--- src/rtl/minibus_arbiter_if.sv ---
// Minibus request/response packs and the arbiter's bus bundle.
// Holds NUM_MASTERS master-side pairs, the single decoder-side pair, and the arbiter status signals.
package minibus_pkg;

    typedef struct packed {
        logic        ren;
        logic        wen;
        logic [31:0] addr;
        logic [31:0] wdata;
        logic [3:0]  wstrb;
    } minibus_req_pack;

    typedef struct packed {
        logic        ready;
        logic [31:0] rdata;
        logic        error;
    } minibus_res_pack;

endpackage

interface minibus_arbiter_if #(
    parameter int NUM_MASTERS = 4
);
    import minibus_pkg::*;

    localparam int GW = $clog2(NUM_MASTERS);

    minibus_req_pack m_req [NUM_MASTERS];
    minibus_res_pack m_res [NUM_MASTERS];
    minibus_req_pack s_req;
    minibus_res_pack s_res;
    logic [GW-1:0]   grant_idx;
    logic            busy;
    logic            timeout_err;

    // The slave view belongs to the arbiter; the master view belongs to the masters and the decoder around it.
    modport slave (
        input  m_req, s_res,
        output m_res, s_req, grant_idx, busy, timeout_err
    );

    modport master (
        output m_req, s_res,
        input  m_res, s_req, grant_idx, busy, timeout_err
    );

endinterface

--- src/rtl/minibus_arbiter.sv ---
// Round-robin arbiter that shares one decoder path among NUM_MASTERS minibus masters.
// The grant is held for a whole transaction, and a watchdog turns a hung transaction into an error response.
module minibus_arbiter #(
    parameter int NUM_MASTERS    = 4,
    parameter int TIMEOUT_CYCLES = 256
) (
    input  logic             clk,
    input  logic             nrst,
    minibus_arbiter_if.slave bus
);

    localparam int GW = $clog2(NUM_MASTERS);
    localparam int WW = $clog2(TIMEOUT_CYCLES);
    localparam logic [WW-1:0] WDOG_LAST = WW'(TIMEOUT_CYCLES - 1);
    localparam logic [GW-1:0] LAST_INIT = GW'(NUM_MASTERS - 1);

    typedef enum logic {ST_IDLE, ST_BUSY} state_t;

    state_t           r_state;
    logic [GW-1:0]    r_grant_idx;
    logic [GW-1:0]    r_last_grant;
    logic [WW-1:0]    r_wdog;

    logic [NUM_MASTERS-1:0] w_req_vec;
    logic             w_found;
    logic [GW-1:0]    w_pick;
    logic             w_gnt_req;
    logic             w_expire;
    logic             w_txn_end;

    // Rotating search: the first requester after last_grant wins, so the master just served goes to the back of the line.
    always_comb begin
        logic [GW-1:0] cand;
        // NOTE: every combinational output gets a default before any conditional write; otherwise a latch is inferred.
        w_req_vec = '0;
        w_found   = 1'b0;
        w_pick    = '0;
        cand      = '0;
        for (int i = 0; i < NUM_MASTERS; i++) begin
            w_req_vec[i] = bus.m_req[i].ren | bus.m_req[i].wen;
        end
        for (int k = 1; k <= NUM_MASTERS; k++) begin
            cand = GW'((int'(r_last_grant) + k) % NUM_MASTERS);
            if (!w_found && w_req_vec[cand]) begin
                w_found = 1'b1;
                w_pick  = cand;
            end
        end
    end

    assign w_gnt_req = w_req_vec[r_grant_idx];
    // An on-time ready always beats the watchdog, and a withdrawn request gets no response of any kind.
    assign w_expire  = (r_state == ST_BUSY) && (r_wdog == WDOG_LAST) && !bus.s_res.ready && w_gnt_req;
    assign w_txn_end = bus.s_res.ready || !w_gnt_req || (r_wdog == WDOG_LAST);

    always_comb begin
        bus.s_req       = '0;
        bus.timeout_err = 1'b0;
        for (int i = 0; i < NUM_MASTERS; i++) begin
            bus.m_res[i] = '0;
        end
        if (r_state == ST_BUSY) begin
            if (w_expire) begin
                bus.m_res[r_grant_idx].ready = 1'b1;
                bus.m_res[r_grant_idx].error = 1'b1;
                bus.timeout_err              = 1'b1;
            end else begin
                bus.s_req                = bus.m_req[r_grant_idx];
                bus.m_res[r_grant_idx]   = bus.s_res;
            end
        end
    end

    always_ff @(posedge clk or negedge nrst) begin
        if (!nrst) begin
            r_state      <= ST_IDLE;
            r_grant_idx  <= '0;
            r_last_grant <= LAST_INIT;
            r_wdog       <= '0;
        end else begin
            // NOTE: state registers use non-blocking assignments so every flop samples pre-edge values and no ordering race appears.
            case (r_state)
                ST_IDLE: begin
                    if (w_found) begin
                        r_grant_idx <= w_pick;
                        r_wdog      <= '0;
                        r_state     <= ST_BUSY;
                    end
                end
                ST_BUSY: begin
                    if (w_txn_end) begin
                        r_last_grant <= r_grant_idx;
                        r_wdog       <= '0;
                        r_state      <= ST_IDLE;
                    end else begin
                        r_wdog <= r_wdog + WW'(1);
                    end
                end
                default: r_state <= ST_IDLE;
            endcase
        end
    end

    assign bus.busy      = (r_state == ST_BUSY);
    assign bus.grant_idx = r_grant_idx;

endmodule

--- src/flat_wrapper.sv ---
// flat-port wrapper written by rule: the top's interface ports become plain ports
module minibus_arbiter_flat 
#(
    parameter int NUM_MASTERS    = 4,
    parameter int TIMEOUT_CYCLES = 256
)
  (clk, nrst, bus_m_req, bus_s_res, bus_m_res, bus_s_req, bus_grant_idx, bus_busy, bus_timeout_err);
  minibus_arbiter_if #(.NUM_MASTERS(NUM_MASTERS)) bus_i ();
  input  logic clk;
  input  logic nrst;
  input wire logic [$bits(bus_i.m_req)-1:0] bus_m_req;
  input wire logic [$bits(bus_i.s_res)-1:0] bus_s_res;
  output wire logic [$bits(bus_i.m_res)-1:0] bus_m_res;
  output wire logic [$bits(bus_i.s_req)-1:0] bus_s_req;
  output wire logic [$bits(bus_i.grant_idx)-1:0] bus_grant_idx;
  output wire logic [$bits(bus_i.busy)-1:0] bus_busy;
  output wire logic [$bits(bus_i.timeout_err)-1:0] bus_timeout_err;
  assign bus_i.m_req = {>>{bus_m_req}};
  assign bus_i.s_res = bus_s_res;
  assign bus_m_res = {>>{bus_i.m_res}};
  assign bus_s_req = bus_i.s_req;
  assign bus_grant_idx = bus_i.grant_idx;
  assign bus_busy = bus_i.busy;
  assign bus_timeout_err = bus_i.timeout_err;
  minibus_arbiter #(.NUM_MASTERS(NUM_MASTERS), .TIMEOUT_CYCLES(TIMEOUT_CYCLES)) u_core (.clk(clk), .nrst(nrst), .bus(bus_i));
endmodule
--- config.mk ---
export PLATFORM = sky130hd
export DESIGN_NAME = minibus_arbiter_flat
export DESIGN_NICKNAME = d
export VERILOG_FILES = /design/src/rtl/minibus_arbiter_if.sv /design/src/rtl/minibus_arbiter.sv /design/src/flat_wrapper.sv
export SDC_FILE = /design/constraint.sdc
export NUM_CORES = 1
export LEC_CHECK = 0
export ABC_AREA = 1
export ABC_CLOCK_PERIOD_IN_PS = 1800
export BUFFER_PORTS_ARGS = -buffer_cell sky130_fd_sc_hd__clkbuf_2
export CAP_MARGIN = 20
export CORE_AREA = 8 8 200 202
export DETAILED_ROUTE_END_ITERATION = 16
export DIE_AREA = 0 0 208 210
export GPL_TIMING_DRIVEN = 0
export PLACE_DENSITY = 0.48
export SYNTH_ARGS = -nofsm -noshare
export SYNTH_HDL_FRONTEND = slang
export SYNTH_SLANG_ARGS = --single-unit
--- constraint.sdc ---
create_clock -name clk -period 1.8 [get_ports clk]
set_input_delay 0.27 -clock clk [delete_from_list [all_inputs] [get_ports clk]]
set_output_delay 0.27 -clock clk [all_outputs]
set_load 0.03 [all_outputs]
=== Word level (Yosys, flattened, before mapping) ===
Index checks and enable logic that the tools add are counted.

* Multiplexer cells: 40
* Order comparisons: 7
* Equal/unequal tests: 2
* Add/sub/neg operators: 5
* Reductions and logical operators: 16
* Bitwise operators: 7

{| class="wikitable"
|+ Operator list
! cell !! number
|-
| 2-to-1 mux 70 bit || 4
|-
| 2-to-1 mux 136 bit || 2
|-
| demux 34 bit (select 2 bit) || 3
|-
| binary-select mux 70 bit (select 2 bit) || 1
|-
| bitwise AND 136 bit || 1
|-
| bitwise mux 136 bit || 1
|-
| 2-to-1 mux 34 bit || 2
|-
| 2-to-1 mux 8 bit || 2
|-
| case mux 8 bit (2 select lines) || 1
|-
| less-than comparator 2 x 3 -> 1 bit (second input constant) || 5
|-
| 2-to-1 mux 1 bit || 14
|-
| binary-select mux 1 bit (select 2 bit) || 5
|-
| adder 8 x 1 -> 8 bit (second input constant) || 1
|-
| == test 8 bit (second input constant) || 1
|-
| 2-to-1 mux 2 bit || 4
|-
| logical AND 1 bit || 7
|-
| logical NOT 1 bit || 5
|-
| adder 2 x 1 -> 2 bit (second input constant) || 2
|-
| adder 2 bit (second input constant) || 2
|-
| OR 1 bit || 4
|-
| AND reduction 2 bit || 2
|-
| >= comparator 3 bit (second input constant) || 1
|-
| less-than comparator 3 x 1 -> 1 bit (second input constant) || 1
|-
| NOT 2 -> 3 bit || 1
|-
| other kinds (4) || 5
|}

* Register bits after elaboration: 13
* Output and inout bits: 210
* Logic and storage cells: 81

=== Logic depth before layout (Yosys ltp) ===
Gate-level depths: netlist of run 1.

* Depth in word-level cells: 15
* Mapped depth: 12

=== Least setup slack after synthesis of run 1 ===
No wires, ideal clock.

* Kind: reg2out
* Start: register u_core.r_grant_idx[0], in the netlist u_core.bus.grant_idx[0]
* End: output bus_s_req[54]
* Data required time: 1.530 ns
* Arrival: 1.914 ns
* Stages on the path, launching flop included: 10
* Setup slack: -0.384 ns
* Cell sequence: dfrtp_1 nand2_1 nor3_1 nor2_1 nand3_1 nor2_4 nand2_4 nand2_4 buf_6 a21oi_1

* Longest elaborated chain between the ends: 6

{| class="wikitable"
|+ RTL lines
! item !! RTL line !! text
|-
| start, declared || minibus_arbiter.sv:20 || <nowiki>logic [GW-1:0] r_grant_idx;</nowiki>
|-
| start signal, assigned || minibus_arbiter.sv:85 || <nowiki>r_grant_idx <= w_pick;</nowiki>
|-
| NOT 2 -> 3 bit (implied by the code) || minibus_arbiter.sv:68 || <nowiki>bus.s_req = bus.m_req[r_grant_idx];</nowiki>
|-
| binary-select mux 70 bit (select 2 bit) || minibus_arbiter.sv:68 ||
|-
| 2-to-1 mux 70 bit (implied by the code) (2 in series) || minibus_arbiter.sv:68 ||
|-
| 2-to-1 mux 70 bit * || minibus_arbiter.sv:63 || <nowiki>if (w_expire) begin</nowiki>
|-
| 2-to-1 mux 70 bit * || minibus_arbiter.sv:62 || <nowiki>if (r_state == ST_BUSY) begin</nowiki>
|-
| end, declared || flat_wrapper.sv:14 || <nowiki>output wire logic [$bits(bus_i.s_req)-1:0] bus_s_req;</nowiki>
|}

Mark *: on every way between the ends. The rest lies on a longest branch, timed or not. The select of a mux whose other input is x is not followed.

=== Final worst setup path of run 1 ===
* Start: register u_core.r_wdog[1]
* End: output bus_m_res[88]

* Longest elaborated chain between the ends: 6

{| class="wikitable"
|+ RTL lines
! item !! RTL line !! text
|-
| start, declared || minibus_arbiter.sv:22 || <nowiki>logic [WW-1:0] r_wdog;</nowiki>
|-
| start signal, assigned || minibus_arbiter.sv:96 || <nowiki>r_wdog <= r_wdog + WW'(1);</nowiki>
|-
| == test 8 bit || minibus_arbiter.sv:53 || <nowiki>assign w_expire = (r_state == ST_BUSY) && (r_wdog == WDOG_LAST) && !bus.s_res.ready && w_gnt_req;</nowiki>
|-
| logical AND 1 bit (3 in series) || minibus_arbiter.sv:53 ||
|-
| 2-to-1 mux 136 bit || minibus_arbiter.sv:63 ||
|-
| 2-to-1 mux 136 bit || minibus_arbiter.sv:62 ||
|-
| end, declared || flat_wrapper.sv:13 || <nowiki>output wire logic [$bits(bus_i.m_res)-1:0] bus_m_res;</nowiki>
|}

No other way between the ends.

==> results.md, run 1 <==
STA:
- The final hold violation count came to 0.
- The number of pins exceeding their max-slew limit in the final report is 0.
- Clock skew on the completed layout was measured at 1.37 ps.
- The total of endpoints with negative setup slack in the final report is ~210.
- The post-layout worst setup margin is -557 ps.
- The final clock period utilization by the worst path is 131%.
- The upper clock frequency limit is 424 MHz.
- The time the worst path needs with I/O delays and setup is 2360 ps.
- At the pin with the least slew margin, the transition time is 750 ps.
- The tightest slew margin relative to the limit is 50.0%.
- Setup repair after global routing could not meet its margin everywhere.

Drt:
- In the final routed layout, each cell accounts on average for ~21 um.
- The DRC violation total after the first TritonRoute iteration is 537.
- The post-detailed-route count of antenna-violating nets is 0.
- The total DRC errors in the routed layout is 0.
- The detailed-route wire length is 38.5 mm.
- The total number of vias is 7,830.
- Before antenna repair, the detailed router went through 5 iterations.
- Dividing the detail-routed via count by the number of cells gives between 4 and 5.

Worst setup path:
- Counting cells, the worst reg-to-reg path comes to 10.
- The signal arrival time at the worst endpoint is 2090 ps.
- Among the stages of the critical path, the cell type that occurs most often is nand2_4.
- The cell with the largest stage delay on the worst path is dfrtp_1.
- In this run the critical register-to-register path is launched from u_core.r_last_grant[0].
- The critical path launch point is u_core.r_wdog[1].
- The critical path endpoint category is an output port.
- The critical path start-end classification is register to output port.
- STA classifies the critical path startpoint as a register.
- The data required time of the critical path is 1530 ps.
- The largest single stage delay on the critical path is 400 ps.
- The worst flop-to-flop path endpoint is u_core.r_wdog[4].
- Along the worst path, the maximum fanout reaches 8.
- The critical path goes through ha_4 > nand2_4 > nor2_4 > nand3_4 > nor2_4 > nand2_8 > nand2_4 > inv_8 > buf_12 > buf_16 > nand2_4 > inv_2 > clkbuf_8.
- The slack of the worst reg-to-reg path is -50 ps.

Synthesis:
- The synthesized net count is ~1.1k.
- Of all cell types, the one taking the most synthesized area is nand2_1.
- Among all flip-flop cells after synthesis, the most frequent one is dfrtp_1.
- During synthesis, Yosys emitted a total of 0 warnings.
- The top cell type's share of synthesized area is 29.1%.
- Sorting the synthesized cells by how often they occur yields nand2_1, inv_1, a22oi_1, nor2_1, a21oi_1.
- Counting every instance in the synthesized netlist gives about 820.
- In this run the mean area of a mapped cell was slightly above 5 um^2.
- After synthesis, the share of flip-flops with an asynchronous set or reset is 100%.
- The most common cell in the synthesized netlist is nand2_1.
- The post-synthesis sequential area ratio is 7.94%.
- After synthesis the netlist holds a flip-flop and latch count of 13.
- Yosys attributes the largest share of cell area to nand2_1, inv_1, a22oi_1, a221oi_1, dfrtp_1.
- The number of different library cells in the post-synthesis netlist is 25.
- Summing every instance area after synthesis gives between 4000 and 5000 um^2.
- The count of flip-flops with a built-in enable after synthesis is 0.

Power and ir drop:
- The total internal power is ~0.0084 W.
- The worst ir drop on vdd is 1.16 mV.
- The portion of total power attributed to the clock network is 2.1%.
- The net switching power is 0.0119 W.
- The total power density per cell area is between 1500 and 2000 nW/um^2.
- Net switching is 58.5% of the power.
- Sequential cells burn 2.4% of the power.
- The fraction of power consumed by combinational cells is a little over nine tenths.
- Summing internal, switching and leakage power gives 0.0203 W.
- In this run the static leakage power is 5.98 nW.

Global route:
- Entering global routing, the biggest net connects 14 pins.
- The global-route wire length before repair is ~55 mm.
- For this run the aggregate overflow at the end of global routing stands at 0.
- The number of global-route vias before repair is 8,571.
- Global routing consumed, over all layers together, between 15 and 20% of the routing resources.
- The initial antenna violation count is 3.

CTS:
- The clock insertion delay at the later pin of the skew report is ~240 ps.
- No sink is reached through more buffers than the 2 on the longest clock path.
- The clock-pin transition on the worst setup and hold timing paths is 40 ps.
- The total clock buffers created by CTS is 3.
- TritonCTS built the clock tree.
- CTS placed an instance of clkbuf_16 at the clock tree root.
- For this design, the sink count on the clock tree is 13.
- In this run the number of H-tree levels came out at 1.

Die:
- Measured along the x axis, the die boundary spans 208 um.
- The die is 210 um tall.
- The I/O pin count is 526.
- The overall die area is 43,700 um^2.
- The region available for standard cell placement spans ~37,000 um^2.
- The floorplan has just over 70 rows.
- The initial core utilization is 11.2%.

Placement:
- The setup slack at placement is -1030 ps.
- The number of port buffers is 525.
- The post-DP HPWL is 32.1 mm.
- The global placement routability congestion is roughly 0.92.

Job:
- Across the run, the number of max-cap violations was 0.

Final layout:
- The filler cell count in the final layout is 4,031.
- In the final layout, the share of cells above drive strength 1 is 64.9%.
- The area growth from synthesis to layout is 153%.
- Across the whole layout, storage elements account for between 300 and 400 um^2.
- The number of nets in the final layout is around 1.7k.
- The multi-input combinational cells in the finished layout cover a total of 3770 um^2.

Worst hold path:
- The worst min-delay path category is primary input to asynchronous set/reset pin.

Run status:
- The run finished, with violations left.
- The checks that failed: negative setup slack.
==> worst max-delay path: cells and delay by family, from the launching register on <==
family        cells  cell delay, ps
simple gates      7             760
fa+ha+maj         1             170
buf+inv           5             520
flops             1             400
==> power by group through the flow <==
stage	registers, W	clock network (W)	logic (W)
5_1_grt	0.000496	0.000439	0.0204
3_5_place_dp	0.000470	0	0.0143
6_report	0.000484	0.000417	0.0194
4_1_cts	0.000480	0.000428	0.0184
3_3_place_gp	0.000467	0	0.0142
2_1_floorplan	0.000508	0	0.00960
==> state kept, by name (all words and copies together), names as in the netlist <==
register              cells
u_core.r_wdog             8
u_core.bus.busy           1
u_core.bus.grant_idx      2
u_core.r_last_grant       2
==> worst max path at each step <==
stage,end,cells after the start
finish,bus_m_res[88],13
global placement,bus_s_req[64],7
detailed placement,bus_s_req[64],7
global route,bus_m_res[97],14
CTS,bus_s_req[27],12
floorplan,bus_s_req[10],10
==> cell families after synthesis <==
family	after synthesis	share of synthesized area (%)
XOR/XNOR	3	0.636
AND/OR/NAND/NOR	399	38.1
flip-flops	13	7.94
buffers and inverters	246	26.1
AO/OA/AOI/OAI	159	26.9
adder cells (fa/ha/maj)	1	0.303
==> layer usage <==
metal | part of all wire, % | wire length [um] | GRT usage, %
met5 | 0 | 0 | 0
met1 | 37 | 14400 | 17.9
met3 | 8.2 | 3170 | 4.53
met4 | 4.0 | 1550 | 6.19
met2 | 50 | 19400 | 30.1
==> layout by cell type, fill, tap and decap left out, drive strengths merged <==
cell,instances
inv,191
nand4,4
a221oi,32
diode,2
clkbuf,500
clkinvlp,2
ha,1
xor2,3
dfstp,2
nand3,15
dfrtp,11
a21oi,38
a22oi,76
o21ai,9
dlygate4sd3,1
o22ai,4
nor3,2
nor2,50
buf,120
or2,1
nand2,327
==> per-stage QoR <==
step | setup TNS (ps) | util [%] | instance area (um^2) | std cells | hold WS [ps]
after floorplan | -4590 | - | 4710 | 821 | -25.6
after global placement | -125010 | 21.5 | 7930 | 1820 | 188
after detailed placement | -125210 | 21.5 | 7930 | 1820 | 188
after CTS | -108140 | 27.4 | 10100 | 1861 | 482
after global routing | -121140 | 28.3 | 10400 | 1865 | 514
final | -97460 | 28.3 | 10400 | 1865 | 466
==> final cells by class <==
type | count | area share (%)
multi-input combinational | 562 | 36.1
tap | 474 | 5.68
sequential | 13 | 3.16
timing repair buffer | 566 | 42.4
clock buffer | 4 | 0.755
antenna | 2 | 0.0479
buffer | 51 | 4.61
inverter | 193 | 7.23
==> what timing repair did <==
item	in CTS	in global routing
gates resized for setup	463	112
cloned	8	3
buffers inserted	29	2
endpoints found under the setup margin	217	219
pin swaps	8	11
endpoints found under the hold margin	11	0
hold buffers	1	0
No activity file was read; power rests on OpenSTA's default activity.
==> run 2, diff against run 1 <==
ABC_AREA = default   (was 1)
PLACE_DENSITY = 0.47   (was 0.48)
==> run 2 against run 1 <==
The flow still finishes with violations (negative setup slack); first-iteration DRC count down 19%; final area up 3.0%; global-route usage shrank 2.1 points; clock power grew 2%; combinational power decreased by 5%; synthesized cell count down 45%; critical path type unchanged; critical endpoint is now bus_s_req[23]; highest routed layer is now met5.
==> results.md, run 2 <==
Final layout:
- From synthesis to final layout, the design area changed by 185%.
- Leaving out fill and tap cells, the most frequent cell in the layout is clkbuf_2.
- The non-filler instance count after layout is 1,505 (-19%).
- The number of flip-flops under the largest register name is 8 (unchanged).
- The register with the most flip-flops in the final layout is u_core.r_wdog.
- The design area is 10,800 um^2 (+3.0%).
- The number of nets in the final layout is 1,349 (-21%).
- The count of antenna diodes in the layout is 0 (-2).
- The final design utilization is 29.1% (+0.85 points).
- The layout cell share with drive strength beyond 1 is 85.5% (+21 points).
- The top cell types in the final layout, fill and taps aside, are clkbuf_2, nor2_4, buf_8.

Global route:
- The initial antenna violation count is 3 (unchanged).
- The global routing usage summed across all routing layers is 14.4% (-2.1 points).
- The maximum number of pins on one net before global-route repair came to 14 (unchanged).
- The total global routing overflow is 0 (unchanged).
- The global-route wire length before repair was 47.7 mm (-14%).
- The number of global-route vias before repair was 6,858 (-20%).

Run status:
- The checks that failed: negative setup slack.
- The flow ran to the end, but the final reports show violations.

Worst setup path:
- In this run the critical register-to-register path is captured at u_core.r_wdog[5].
- The logic depth of the worst register-to-register path is 9 (-1).
- The biggest cell delay along the critical path is 430 ps (+30 ps).
- In this run the worst setup path begins at u_core.bus.grant_idx[1].
- The data required time of the critical path is 1530 ps (about the same).
- The slack of the worst reg-to-reg path is -150 ps (-100 ps).
- Traced cell by cell, the critical path runs through buf_12 > nand2_4 > o32a_4 > nand2_4 > o31ai_4 > buf_12 > buf_12 > clkbuf_16 > nor2b_1 > clkbuf_4.
- The kind of cell adding the most delay to the critical path is buffers and inverters.
- The worst setup path is launched from a register.
- The startpoint identified for the worst register-to-register timing path is u_core.bus.grant_idx[1].
- The number of buffer and inverter stages on the critical path is 5 (unchanged).
- The signal arrival time at the worst endpoint is 2160 ps (+70 ps).
- Counting stages on the worst path, the most repeated cell is buf_12.
- The critical path endpoint category is an output port.
- The cell with the largest stage delay on the worst path is dfrtp_2.
- The top fanout value on the critical path is 7 (-1).
- The critical path start-end classification is register to output port.

Placement:
- The number of port buffers came to 525 (unchanged).
- The post-DP HPWL is 28.1 mm (-12%).
- The global placement routability congestion is 0.955 (+4.0%).
- The setup slack at placement is -1320 ps (-291 ps).
- The placed instance count is 1,449 (-20%).
- The instance area after placement was 7760 um^2 (-2.2%).

Drt:
- The post-detailed-route count of antenna-violating nets came to 0 (unchanged).
- The met1 wire length is 12.6 mm (-13%).
- The DRC violation total after the first TritonRoute iteration came to 435 (-19%).
- The wire length on met3 is 2.58 mm (-19%).
- The average detailed-routed wire length per instance is 22.6 um (+9.3%).
- The detailed-route wire length is 34.0 mm (-12%).
- The highest layer touched by signal routing is met5.
- The detailed-route vias per instance was 4.11 (-2.1%).
- The total number of vias came to 6,188 (-21%).
- The first-pass detailed-route iteration total was 5 (unchanged).
- The total DRC errors in the routed layout is 0 (unchanged).
- The amount of wire on met2 after detailed routing is 18.2 mm (-6.4%).

CTS:
- The clock insertion delay at the later pin of the skew report is 240 ps (about the same).
- The number of sinks handled by clock tree synthesis is 13 (unchanged).
- The deepest level of the CTS H-tree is 1 (unchanged).
- The clock-pin transition on the worst setup and hold timing paths was 50 ps (about the same).
- The total clock buffers created by CTS is 3 (unchanged).
- The maximum clock insertion buffer count is 2 (unchanged).
- The clock tree from TritonCTS is yes.
- The clock tree root driver cell is clkbuf_16.

Worst hold path:
- The worst min-delay path category is primary input to asynchronous set/reset pin.

Die:
- The initial core utilization is 10.2% (-0.95 points).
- The overall die area is 43,700 um^2 (unchanged).
- The core region area came to 37,000 um^2 (unchanged).
- The placement row count is 71 (unchanged).
- The I/O pin count is 526 (unchanged).
- The width of the die was 208 um (unchanged).
- The floorplan die height is 210 um (unchanged).

Synthesis:
- The number of different library cells in the post-synthesis netlist is 44 (+76%).
- The top cell type's share of synthesized area is 41.7% (+13 points).
- In the post-synthesis netlist, the biggest area contributors are mux4_2, nor2_1, nor2b_1, dfrtp_1, nand2_1.
- The count of warnings emitted by yosys came to 0 (unchanged).
- The average instance area after synthesis came to 8.40 um^2 (+67%).
- The most common cell in the synthesized netlist is nor2_1.
- Counting instances in the post-synthesis netlist gives the leading cell types as nor2_1, nor2b_1, mux4_2, nand2_1, buf_2.
- Summed over all instances, the cell type with the most area after synthesis is mux4_2.
- The combined area of all synthesized cells is 3780 um^2 (-8.5%).
- The count of flip-flops with a built-in enable after synthesis is 0 (unchanged).
- The synthesized net count is 767 (-33%).
- In the synthesized netlist the dominant register cell turns out to be dfrtp_1.
- The instance count of the mapped netlist came to 450 (-45%).
- The post-synthesis sequential area ratio was 8.68% (+0.74 points).
- The number of storage elements in the synthesis netlist was 13 (unchanged).
- The proportion of synthesized flip-flops having asynchronous set or reset was 100% (unchanged).

STA:
- The tightest slew margin relative to the limit came to 56.2% (+6.3 points).
- The final clock period utilization by the worst path is 135% (+3.8 points).
- The clock skew after layout is 1.75 ps (+0.382 ps).
- The total of endpoints with negative setup slack in the final report came to 214 (+0.47%).
- The final hold violation count is 0 (unchanged).
- The number of pins exceeding their max-slew limit in the final report is 0 (unchanged).
- The setup TNS after final layout came to -113,820 ps (-16,360 ps).
- The post-layout worst setup margin is -626 ps (-69.0 ps).
- The upper clock frequency limit is 412 MHz (-2.8%).
- The measured slew at the worst slew-check pin is 654 ps (-96.2 ps).
- The time the worst path needs with I/O delays and setup is 2430 ps (+69.0 ps).
- Setup repair after global routing could not meet its margin everywhere.

Power and ir drop:
- The portion of total power attributed to the clock network is 2.2% (about the same).
- The relative contribution of sequential cells to total power came to 2.6% (+0.2 points).
- The net switching power is 0.0102 W (-14%).
- The total power density per cell area is 1810 nW/um^2 (-6.8%).
- The leakage power is 4.85 nW (-19%).
- The worst ir drop on vdd came to 1.38 mV (+19%).
- The total internal power was 0.00929 W (+10%).
- The fraction of power consumed by combinational cells is 95.2% (-0.4 points).
- The proportion of total power due to net switching is 52.3% (-6.2 points).

Job:
- The number of max-cap violations is 0 (unchanged).
## run 2: cell types whose count changed after synthesis, moves of 31 or more
cell,previous run,this run
a221oi_1,32,1
mux4_2,0,70
a22oi_1,76,1
inv_1,184,2
nor2_1,48,144
nor2b_1,0,71
nand2_1,320,46
a21oi_1,38,0
## run 2: stage by stage
stage / total power [W] / hold WS, ps
2_1_floorplan: 0.00975 / -25.6
3_3_place_gp: 0.0136 / 190
3_5_place_dp: 0.0136 / 198
4_1_cts: 0.0188 / 491
5_1_grt: 0.0203 / 530
6_report: 0.0195 / 474
## run 2: repair_timing
item,4_1_cts,5_1_grt
cloned,11,3
hold buffers,1,0
resized for setup,540,177
endpoints found under the setup margin,213,216
pin swaps,11,11
buffers inserted,28,13
hold endpoints to repair,11,0
## run 2: worst max-delay path by stage
stage / depth (start not counted) / to
CTS: 10 / bus_s_req[21]
detailed placement: 8 / bus_s_req[8]
finish: 10 / bus_s_req[23]
floorplan: 7 / bus_m_res[39]
global placement: 8 / bus_s_req[8]
global route: 10 / bus_s_req[23]
## run 2: layer usage
metal,up-vias,track usage [%]
met2,348,27.6
met5,-,0
li1,2784,-
met4,6,2.28
met1,3020,15.9
met3,30,3.85
## run 2: worst register-to-register path, stage by stage (launching register included)
cell and delay (ps):
dfrtp_2 390, buf_12 140, nand2b_4 60, o32a_4 390, buf_4 150, buf_4 130, nand4_2 120, buf_6 150
nor2_1 50, a211o_1 250
## run 2: cells by family (layout without fill, tap and decap cells)
group,after synthesis,in the layout,share of synthesized area (%)
AND/OR/NAND/NOR,292,292,36.3
XOR/XNOR,1,1,0.232
buffers and inverters,44,625,5.93
adder cells (fa/ha/maj),1,1,0.331
AO/OA/AOI/OAI,26,26,5.89
multiplexers,73,73,42.6
flip-flops,13,13,8.68
## run 2: area by class of cell
class	instances	area, um^2
plain buffers	40	552
multi-input cells	393	4410
flip-flops and latches	13	333
fillers	3815	26200
clock buffers	4	78.8
inverters	2	7.51
repair buffers	579	4780
well taps	474	593
## run 2: power groups by stage
| stage | Combinational (W) | Sequential [W] | Clock (W) |
|---|---|---|---|
| after floorplan | 0.00921 | 0.000534 | 0 |
| after global placement | 0.0131 | 0.000503 | 0 |
| after detailed placement | 0.0131 | 0.000506 | 0 |
| after CTS | 0.0178 | 0.000511 | 0.000433 |
| after global routing | 0.0194 | 0.000523 | 0.000451 |
| final | 0.0185 | 0.000506 | 0.000426 |
